## config.mk

```make
export PLATFORM = sky130hd
export DESIGN_NAME = expr_push_cc_flat
export DESIGN_NICKNAME = d
export VERILOG_FILES = /design/src/rtl/expr_push_cc_if.sv /design/src/rtl/expr_push_cc.sv /design/src/flat_wrapper.sv
export SDC_FILE = /design/constraint.sdc
export NUM_CORES = 1
export LEC_CHECK = 0
export ABC_AREA = 1
export BUFFER_PORTS_ARGS = -buffer_cell sky130_fd_sc_hd__buf_2
export CAP_MARGIN = 15
export CELL_PAD_IN_SITES_DETAIL_PLACEMENT = 0
export CELL_PAD_IN_SITES_GLOBAL_PLACEMENT = 1
export CORE_ASPECT_RATIO = 0.8
export CORE_MARGIN = 2
export CORE_UTILIZATION = 39
export CTS_CLUSTER_DIAMETER = 150
export DETAILED_ROUTE_END_ITERATION = 8
export PLACE_DENSITY_LB_ADDON = 0.1
export SYNTH_ARGS = -nofsm -noshare
export SYNTH_HDL_FRONTEND = slang
export SYNTH_SLANG_ARGS = --single-unit
```

## constraint.sdc

```tcl
create_clock -name clk -period 3.6 [get_ports clk]
set_clock_uncertainty 0.1 [all_clocks]
set_input_delay 0.72 -clock clk [delete_from_list [all_inputs] [get_ports clk]]
set_output_delay 0.72 -clock clk [all_outputs]
set_load 0.005 [all_outputs]
```

## src/rtl/expr_push_cc_if.sv

```systemverilog
// Token, stack and calculation-handshake signals of the expression push controller.
// master = the controller, slave = token source, stacks and calculation controller.
interface expr_push_cc_if #(
  parameter int DATA_W = 8
);
  logic              tok_valid;
  logic              tok_ready;
  logic [2:0]        tok_type;
  logic [DATA_W-1:0] tok_data;
  logic              opndSTK_push;
  logic [DATA_W-1:0] opnd_din;
  logic              opSTK_push;
  logic [2:0]        op_din;
  logic              opSTK_pop;
  logic [2:0]        op_top;
  logic              op_empty;
  logic              calc_start;
  logic              calc_complete;
  logic              done;
  logic              error;

  modport master (
    input  tok_valid, tok_type, tok_data, op_top, op_empty, calc_complete,
    output tok_ready, opndSTK_push, opnd_din, opSTK_push, op_din, opSTK_pop,
           calc_start, done, error
  );

  modport slave (
    output tok_valid, tok_type, tok_data, op_top, op_empty, calc_complete,
    input  tok_ready, opndSTK_push, opnd_din, opSTK_push, op_din, opSTK_pop,
           calc_start, done, error
  );
endinterface

```

## src/rtl/expr_push_cc.sv

```systemverilog
// Shunting-yard token controller: pushes operands/operators and requests a
// reduction from the calculation controller whenever precedence demands one.
module expr_push_cc #(
  parameter int DATA_W = 8
) (
  input  logic           clk,
  input  logic           reset,
  expr_push_cc_if.master bus
);

  localparam logic [2:0] T_NUM = 3'b000;
  localparam logic [2:0] T_OP  = 3'b001;
  localparam logic [2:0] T_LP  = 3'b010;
  localparam logic [2:0] T_RP  = 3'b011;
  localparam logic [2:0] T_END = 3'b100;
  localparam logic [2:0] PAREN = 3'b100;

  typedef enum logic [3:0] {
    S_ACCEPT, S_PUSH_OPND, S_CMP_OP, S_PUSH_OP, S_CMP_RP, S_POP_PAREN,
    S_CMP_END, S_CALC_START, S_CALC_WAIT, S_DONE, S_ERR
  } state_t;

  state_t            state_q, ret_q;
  logic [1:0]        code_q;
  logic              tok_ready_q, opnd_push_q, op_push_q, op_pop_q;
  logic              calc_start_q, done_q, error_q;
  logic [DATA_W-1:0] opnd_din_q;
  logic [2:0]        op_din_q;

  // Incoming operator reduces the stack top when top is a real operator of
  // equal or higher precedence (left associativity).
  logic reduce_op;
  assign reduce_op = !bus.op_empty && !bus.op_top[2] && (bus.op_top[1] >= code_q[1]);

  always_ff @(posedge clk or posedge reset) begin
    if (reset) begin
      state_q      <= S_ACCEPT;
      ret_q        <= S_CMP_OP;
      code_q       <= 2'b00;
      tok_ready_q  <= 1'b1;
      opnd_push_q  <= 1'b0;
      op_push_q    <= 1'b0;
      op_pop_q     <= 1'b0;
      calc_start_q <= 1'b0;
      done_q       <= 1'b0;
      error_q      <= 1'b0;
      opnd_din_q   <= '0;
      op_din_q     <= 3'b000;
    end else begin
      opnd_push_q  <= 1'b0;
      op_push_q    <= 1'b0;
      op_pop_q     <= 1'b0;
      calc_start_q <= 1'b0;
      case (state_q)
        S_ACCEPT: begin
          if (bus.tok_valid) begin
            tok_ready_q <= 1'b0;
            case (bus.tok_type)
              T_NUM: begin
                opnd_din_q  <= bus.tok_data;
                opnd_push_q <= 1'b1;
                state_q     <= S_PUSH_OPND;
              end
              T_OP: begin
                code_q  <= bus.tok_data[1:0];
                state_q <= S_CMP_OP;
              end
              T_LP: begin
                op_din_q  <= PAREN;
                op_push_q <= 1'b1;
                state_q   <= S_PUSH_OP;
              end
              T_RP:  state_q <= S_CMP_RP;
              T_END: state_q <= S_CMP_END;
              default: begin
                error_q <= 1'b1;
                state_q <= S_ERR;
              end
            endcase
          end
        end
        S_PUSH_OPND, S_PUSH_OP, S_POP_PAREN: begin
          tok_ready_q <= 1'b1;
          state_q     <= S_ACCEPT;
        end
        S_CMP_OP: begin
          if (reduce_op) begin
            calc_start_q <= 1'b1;
            ret_q        <= S_CMP_OP;
            state_q      <= S_CALC_START;
          end else begin
            op_din_q  <= {1'b0, code_q};
            op_push_q <= 1'b1;
            state_q   <= S_PUSH_OP;
          end
        end
        S_CMP_RP: begin
          if (bus.op_empty) begin
            error_q <= 1'b1;
            state_q <= S_ERR;
          end else if (bus.op_top == PAREN) begin
            op_pop_q <= 1'b1;
            state_q  <= S_POP_PAREN;
          end else begin
            calc_start_q <= 1'b1;
            ret_q        <= S_CMP_RP;
            state_q      <= S_CALC_START;
          end
        end
        S_CMP_END: begin
          if (bus.op_empty) begin
            done_q  <= 1'b1;
            state_q <= S_DONE;
          end else if (bus.op_top == PAREN) begin
            error_q <= 1'b1;
            state_q <= S_ERR;
          end else begin
            calc_start_q <= 1'b1;
            ret_q        <= S_CMP_END;
            state_q      <= S_CALC_START;
          end
        end
        S_CALC_START: state_q <= S_CALC_WAIT;
        // Stack tops are re-evaluated in the compare state after completion.
        S_CALC_WAIT: if (bus.calc_complete) state_q <= ret_q;
        S_DONE: begin
          if (bus.tok_valid && bus.tok_type == T_END) begin
            done_q      <= 1'b0;
            tok_ready_q <= 1'b1;
            state_q     <= S_ACCEPT;
          end
        end
        S_ERR: state_q <= S_ERR;
        default: begin
          tok_ready_q <= 1'b1;
          state_q     <= S_ACCEPT;
        end
      endcase
    end
  end

  assign bus.tok_ready    = tok_ready_q;
  assign bus.opndSTK_push = opnd_push_q;
  assign bus.opnd_din     = opnd_din_q;
  assign bus.opSTK_push   = op_push_q;
  assign bus.op_din       = op_din_q;
  assign bus.opSTK_pop    = op_pop_q;
  assign bus.calc_start   = calc_start_q;
  assign bus.done         = done_q;
  assign bus.error        = error_q;

endmodule

```

## src/flat_wrapper.sv

```systemverilog
// flat-port wrapper written by rule: the top's interface ports become plain ports
module expr_push_cc_flat 
#(
  parameter int DATA_W = 8
)
  (clk, reset, bus_tok_valid, bus_tok_type, bus_tok_data, bus_op_top, bus_op_empty, bus_calc_complete, bus_tok_ready, bus_opndSTK_push, bus_opnd_din, bus_opSTK_push, bus_op_din, bus_opSTK_pop, bus_calc_start, bus_done, bus_error);
  expr_push_cc_if #(.DATA_W(DATA_W)) bus_i ();
  input  logic clk;
  input  logic reset;
  input wire logic [$bits(bus_i.tok_valid)-1:0] bus_tok_valid;
  input wire logic [$bits(bus_i.tok_type)-1:0] bus_tok_type;
  input wire logic [$bits(bus_i.tok_data)-1:0] bus_tok_data;
  input wire logic [$bits(bus_i.op_top)-1:0] bus_op_top;
  input wire logic [$bits(bus_i.op_empty)-1:0] bus_op_empty;
  input wire logic [$bits(bus_i.calc_complete)-1:0] bus_calc_complete;
  output wire logic [$bits(bus_i.tok_ready)-1:0] bus_tok_ready;
  output wire logic [$bits(bus_i.opndSTK_push)-1:0] bus_opndSTK_push;
  output wire logic [$bits(bus_i.opnd_din)-1:0] bus_opnd_din;
  output wire logic [$bits(bus_i.opSTK_push)-1:0] bus_opSTK_push;
  output wire logic [$bits(bus_i.op_din)-1:0] bus_op_din;
  output wire logic [$bits(bus_i.opSTK_pop)-1:0] bus_opSTK_pop;
  output wire logic [$bits(bus_i.calc_start)-1:0] bus_calc_start;
  output wire logic [$bits(bus_i.done)-1:0] bus_done;
  output wire logic [$bits(bus_i.error)-1:0] bus_error;
  assign bus_i.tok_valid = bus_tok_valid;
  assign bus_i.tok_type = bus_tok_type;
  assign bus_i.tok_data = bus_tok_data;
  assign bus_i.op_top = bus_op_top;
  assign bus_i.op_empty = bus_op_empty;
  assign bus_i.calc_complete = bus_calc_complete;
  assign bus_tok_ready = bus_i.tok_ready;
  assign bus_opndSTK_push = bus_i.opndSTK_push;
  assign bus_opnd_din = bus_i.opnd_din;
  assign bus_opSTK_push = bus_i.opSTK_push;
  assign bus_op_din = bus_i.op_din;
  assign bus_opSTK_pop = bus_i.opSTK_pop;
  assign bus_calc_start = bus_i.calc_start;
  assign bus_done = bus_i.done;
  assign bus_error = bus_i.error;
  expr_push_cc #(.DATA_W(DATA_W)) u_core (.clk(clk), .reset(reset), .bus(bus_i));
endmodule
```

# Yosys cells after proc, flatten, opt, wreduce, memory -nomap -nowiden
# Index checks and enable logic that the tools add are counted.
# word_totals
reg_bits,28
latch_bits,0
ramBits,0
romBits,0
input_bits,19
wordCells,107
mem_count,0
# op_classes
addsub,0
multipliers,0
n_div,0
order_cmp,1
n_eq_ne,26
shift,0
n_mux,45
bitwise_logic,1
reduce_logical,22
# op_table
op,count
4-bit 2-to-1 mux,11
4-bit one-hot mux with 8 select lines,1
"2-bit != test, second input constant",11
1-bit 2-to-1 mux,20
4-bit one-hot mux with 5 select lines,1
3-bit AND reduction,5
"4-bit by 3-bit == test with 1-bit output, second input constant",3
"4-bit == test, second input constant",3
3-bit 2-to-1 mux,4
4-bit one-hot mux with 3 select lines,1
6-bit AND reduction,2
"3-bit by 2-bit == test with 1-bit output, second input constant",2
"3-bit == test, second input constant",2
"2-bit by 1-bit != test with 1-bit output, second input constant",3
1-bit one-hot mux with 2 select lines,3
1-bit one-hot mux with 3 select lines,2
3-bit one-hot mux with 2 select lines,1
3-bit nonzero test,2
6-bit OR reduction,1
5-bit OR reduction,1
"4-bit by 2-bit == test with 1-bit output, second input constant",1
4-bit logical NOT,1
4-bit AND reduction,1
2-bit nonzero test,2
8 further kinds,11

# Logic depth before layout (Yosys ltp)
# logic_depth
depth_word,5
depth_mapped,9
depth_no_buf,9

# Worst setup path before layout
# No wires, ideal clock.
# synth_path
path_type,input-to-reg
from,input port bus_tok_type[0]
to,register u_core.state_q[2]
setup_ns,0.073
t_arrival_ns,1.336
required_time_ns,3.427
path_slack_ns,2.091
stages,7
path_buffers,0
path_cell_list,nor2_2 > nand3_1 > nand2_1 > nand2_2 > inv_2 > nand2_1 > a21oi_2
# synth_via
elab_chain_cells,4
# synth_lines
element,line,source
start: declaration,flat_wrapper.sv:11,input wire logic [$bits(bus_i.tok_type)-1:0] bus_tok_type;
3-bit == test (tied with other cells),"expr_push_cc.sv:58, expr_push_cc.sv:127",
4-bit one-hot mux with 5 select lines / 1-bit logical AND (equally long branches),"expr_push_cc.sv:58, expr_push_cc.sv:127",
4-bit 2-to-1 mux / 2-bit by 1-bit != test with 1-bit output (equally long branches),n/a,
4-bit one-hot mux with 8 select lines / 3-bit AND reduction (equally long branches),n/a,
end signal: assignment,expr_push_cc.sv:125,S_CALC_WAIT: if (bus.calc_complete) state_q <= ret_q;
end: declaration,expr_push_cc.sv:23,"state_t state_q, ret_q;"
# Parallel ways exist; a longest one is shown, timed or not. The select of a mux whose other input is x is not followed.
# A chain may end at the register's enable or synchronous reset.

# Worst setup path in the final report
# layout_path
from,register u_core.tok_ready_q (netlist: u_core.bus.tok_ready)
to,output port bus_tok_ready
# layout_lines
element,line,source
start: declaration,expr_push_cc.sv:25,"logic tok_ready_q, opnd_push_q, op_push_q, op_pop_q;"
start signal: assignment,expr_push_cc.sv:40,tok_ready_q <= 1'b1;
start signal: assignment,expr_push_cc.sv:57,tok_ready_q <= 1'b0;
start signal: assignment,expr_push_cc.sv:83,tok_ready_q <= 1'b1;
end: declaration,flat_wrapper.sv:16,output wire logic [$bits(bus_i.tok_ready)-1:0] bus_tok_ready;
# No word-level cell between the ends.

==> summary.md <==
| Metric | Value |
|---|---|
| I/O Pins | `37` |
| Initial antenna violation count | `0` |
| Initial Util | `41.1%` |
| Worst Setup End Kind | `output pin` |
| Skew-Pair Late Insertion Delay | `0.27 ns` |
| GP Congestion | `0.868` |
| Max_slew headroom | `34.0%` |
| Root buf cell | `clkbuf_8` |
| Worst hold path type | `flip-flop to flip-flop` |
| Initial detailed-routing violation count | `70` |
| Cells after DPL | `272` |
| Die H | `57.9 um` |
| Worst VDD drop | `0.318 mV` |
| Fin crit period | `1.74 ns` |
| RSZ-0062 raised after global routing | `false` |
| H-tree Lvls | `1` |
| Post-Synthesis Cell Area | `1420 um2` |
| Syn Area/Cell | `7.31 um2` |
| Core area | `3450 um2` |
| Row count | `19` |
| WP data required | `2.78 ns` |
| Crit path largest cell delay | `0.54 ns` |
| Worst-path clk slew | `0.09 ns` |
| GR Util All Layers | `17.3%` |
| Final setup fails | `0` |
| First-pass GRT wire length | `5510 um` |
| Hold Violations, Final | `0` |
| Ranking of synthesized cells by area | `dfrtp_1 42%, nand2_1 21%, nor2_1 6.4%` |
| Outcome | `finished, final reports clean` |
| Die width | `71.4 um` |
| Vias in the first global route | `1,232` |
| Resized Gates After CTS | `0` |
| Synth area leader | `dfrtp_1` |
| Hpwl dp | `2580 um` |
| Syn. warnings | `0` |
| Drt first pass iters | `4` |
| CP delay by family, top | `flip-flops` |
| Post-DR wirelength/cell | `11.7 um` |
| Fin nets | `254` |
| Worst-Margin Slew | `0.989 ns` |
| Number of buffers and inverters on the critical path | `1` |
| CTS Hold Bufs | `0` |
| Peak Freq | `0.576 GHz` |
| Area Overhead vs Synth | `19.6%` |
| Max Cap Viol | `0` |
| Num CTS Buffers | `3` |
| CTS sink count | `26` |
| Total power | `1.18 mW` |
| Share of cells above drive strength 1 | `27.8%` |
| Grt ovf | `0` |
| Arr. time, crit path | `0.92 ns` |
| Setup bufs post-CTS | `0` |
| Syn_nets | `213` |
| Total number of vias | `1,276` |
| Remaining DRCs | `0` |
| Clk buf depth | `2` |
| Critical path launch point type | `flip-flop` |
| Pins Over Slew Limit | `0` |
| Leak pwr | `0.985 nW` |
| Worst path cell trace | `buf_2` |
| Pwr per Cell Area | `699 nW/um2` |
| Largest net degree at the start of global routing | `27` |
| Port bufs | `36` |
| Flop and latch count out of synthesis | `26` |
| Register area share after synthesis | `46.1%` |
| Final Cycle Share | `48.2%` |
| Inserted Diodes | `0` |
| CTS tree | `done` |
| Setup_tns | `0 ns` |
| Post-route insts no fill | `276` |
| Routed WL | `3220 um` |
| Critical path's slowest cell | `dfstp_2` |
| Worst-path fanout max | `2` |
| FILL cells | `361` |
| Detail Route Antenna Nets | `0` |
| Yosys top cell area share | `42.4%` |
| Kind of critical path | `flip-flop to output pin` |
| Die ar. | `4140 um2` |
| Synth unique cells | `23` |
| Cells after Synth | `194` |
| Via/cell ratio | `4.62` |
==> state kept, by name, indices dropped and copies added, names as in the netlist, 2 cells and up <==
signal	count
u_core.state_q	4
u_core.bus.op_din	3
u_core.code_q	2
u_core.ret_q	2
u_core.bus.opnd_din	8
==> power by group <==
part           switching, mW  leakage (nW)  internal (mW)
Sequential            0.0796         0.330          0.410
Clock                 0.0951        0.0228         0.0794
Combinational          0.316         0.633          0.204
Total                  0.491         0.985          0.694
==> cells by family after synthesis <==
| group | after synthesis | synth area share [%] |
|---|---|---|
| DFF | 26 | 46.1 |
| AOI/OAI and AO/OA | 12 | 5.47 |
| and+or+nand+nor | 129 | 41.3 |
| buffers and inverters | 27 | 7.15 |
==> stage by stage <==
stage               hold slack (ns)  worst slack (ns)  instance area, um2  utilization (%)
floorplan                     0.348              2.09                1420                -
global placement              0.350              1.87                1650             47.9
detailed placement            0.352              1.81                1650             47.9
CTS                           0.370              1.86                1700             49.2
global route                  0.402              1.84                1700             49.2
finish                        0.369              1.86                1700             49.2
==> path summary, 6_finish.rpt <==
path | start | end | slack, ns | cells after the start
worst max-delay path | u_core.bus.tok_ready | bus_tok_ready | 1.86 | 1
worst min-delay path | u_core.bus.error | u_core.bus.error | 0.37 | 2
worst max register to register | u_core.state_q[3] | u_core.bus.error | 2.11 | 7
worst min register to register | u_core.bus.error | u_core.bus.error | 0.37 | 2
max in group asynchronous | reset | u_core.bus.opnd_din[2] | 2.24 | 2
min in group asynchronous | reset | u_core.ret_q[2] | 0.56 | 2
==> cell type report <==
cell class | instances | area, um2 | share of cell area [%]
clock buffers | 4 | 45.0 | 2.66
flip-flops and latches | 26 | 653 | 38.5
repair buffers | 36 | 180 | 10.6
well taps | 42 | 52.6 | 3.10
inverters | 27 | 101 | 5.98
multi-input cells | 141 | 663 | 39.1
==> cell usage after synthesis (all sizes together) <==
cell type and number:
nand2 83, nor2 30, inv 26, dfrtp 24, nand3 11, o21ai 8
a21oi 2, dfstp 2, nand4 2, o22ai 2, clkinv 1, nand3b 1
nor3 1, nor4 1
==> routing by layer <==
metal / routed length, um / GRT usage, %
met1: 1530 / 23.9
met2: 1450 / 25.8
met3: 181 / 4.52
met4: 61 / 7.55
met5: 0 / 0
==> placed cells by master (no fill, tap or decap) <==
| master | instances |
|---|---|
| a21oi_1 | 1 |
| a21oi_2 | 1 |
| buf_2 | 36 |
| clkbuf_1 | 1 |
| clkbuf_8 | 3 |
| clkinv_1 | 1 |
| dfrtp_1 | 24 |
| dfstp_2 | 2 |
| inv_1 | 17 |
| inv_2 | 9 |
| nand2_1 | 79 |
| nand2_2 | 3 |
| nand2_4 | 1 |
| nand3_1 | 11 |
| nand3b_1 | 1 |
| nand4_1 | 1 |
| nand4_4 | 1 |
| nor2_1 | 24 |
| nor2_2 | 4 |
| nor2_4 | 2 |
| nor3_2 | 1 |
| nor4_4 | 1 |
| o21ai_0 | 1 |
| o21ai_1 | 6 |
| o21ai_4 | 1 |
| o22ai_1 | 2 |
(Power assumes the default switching activity.)
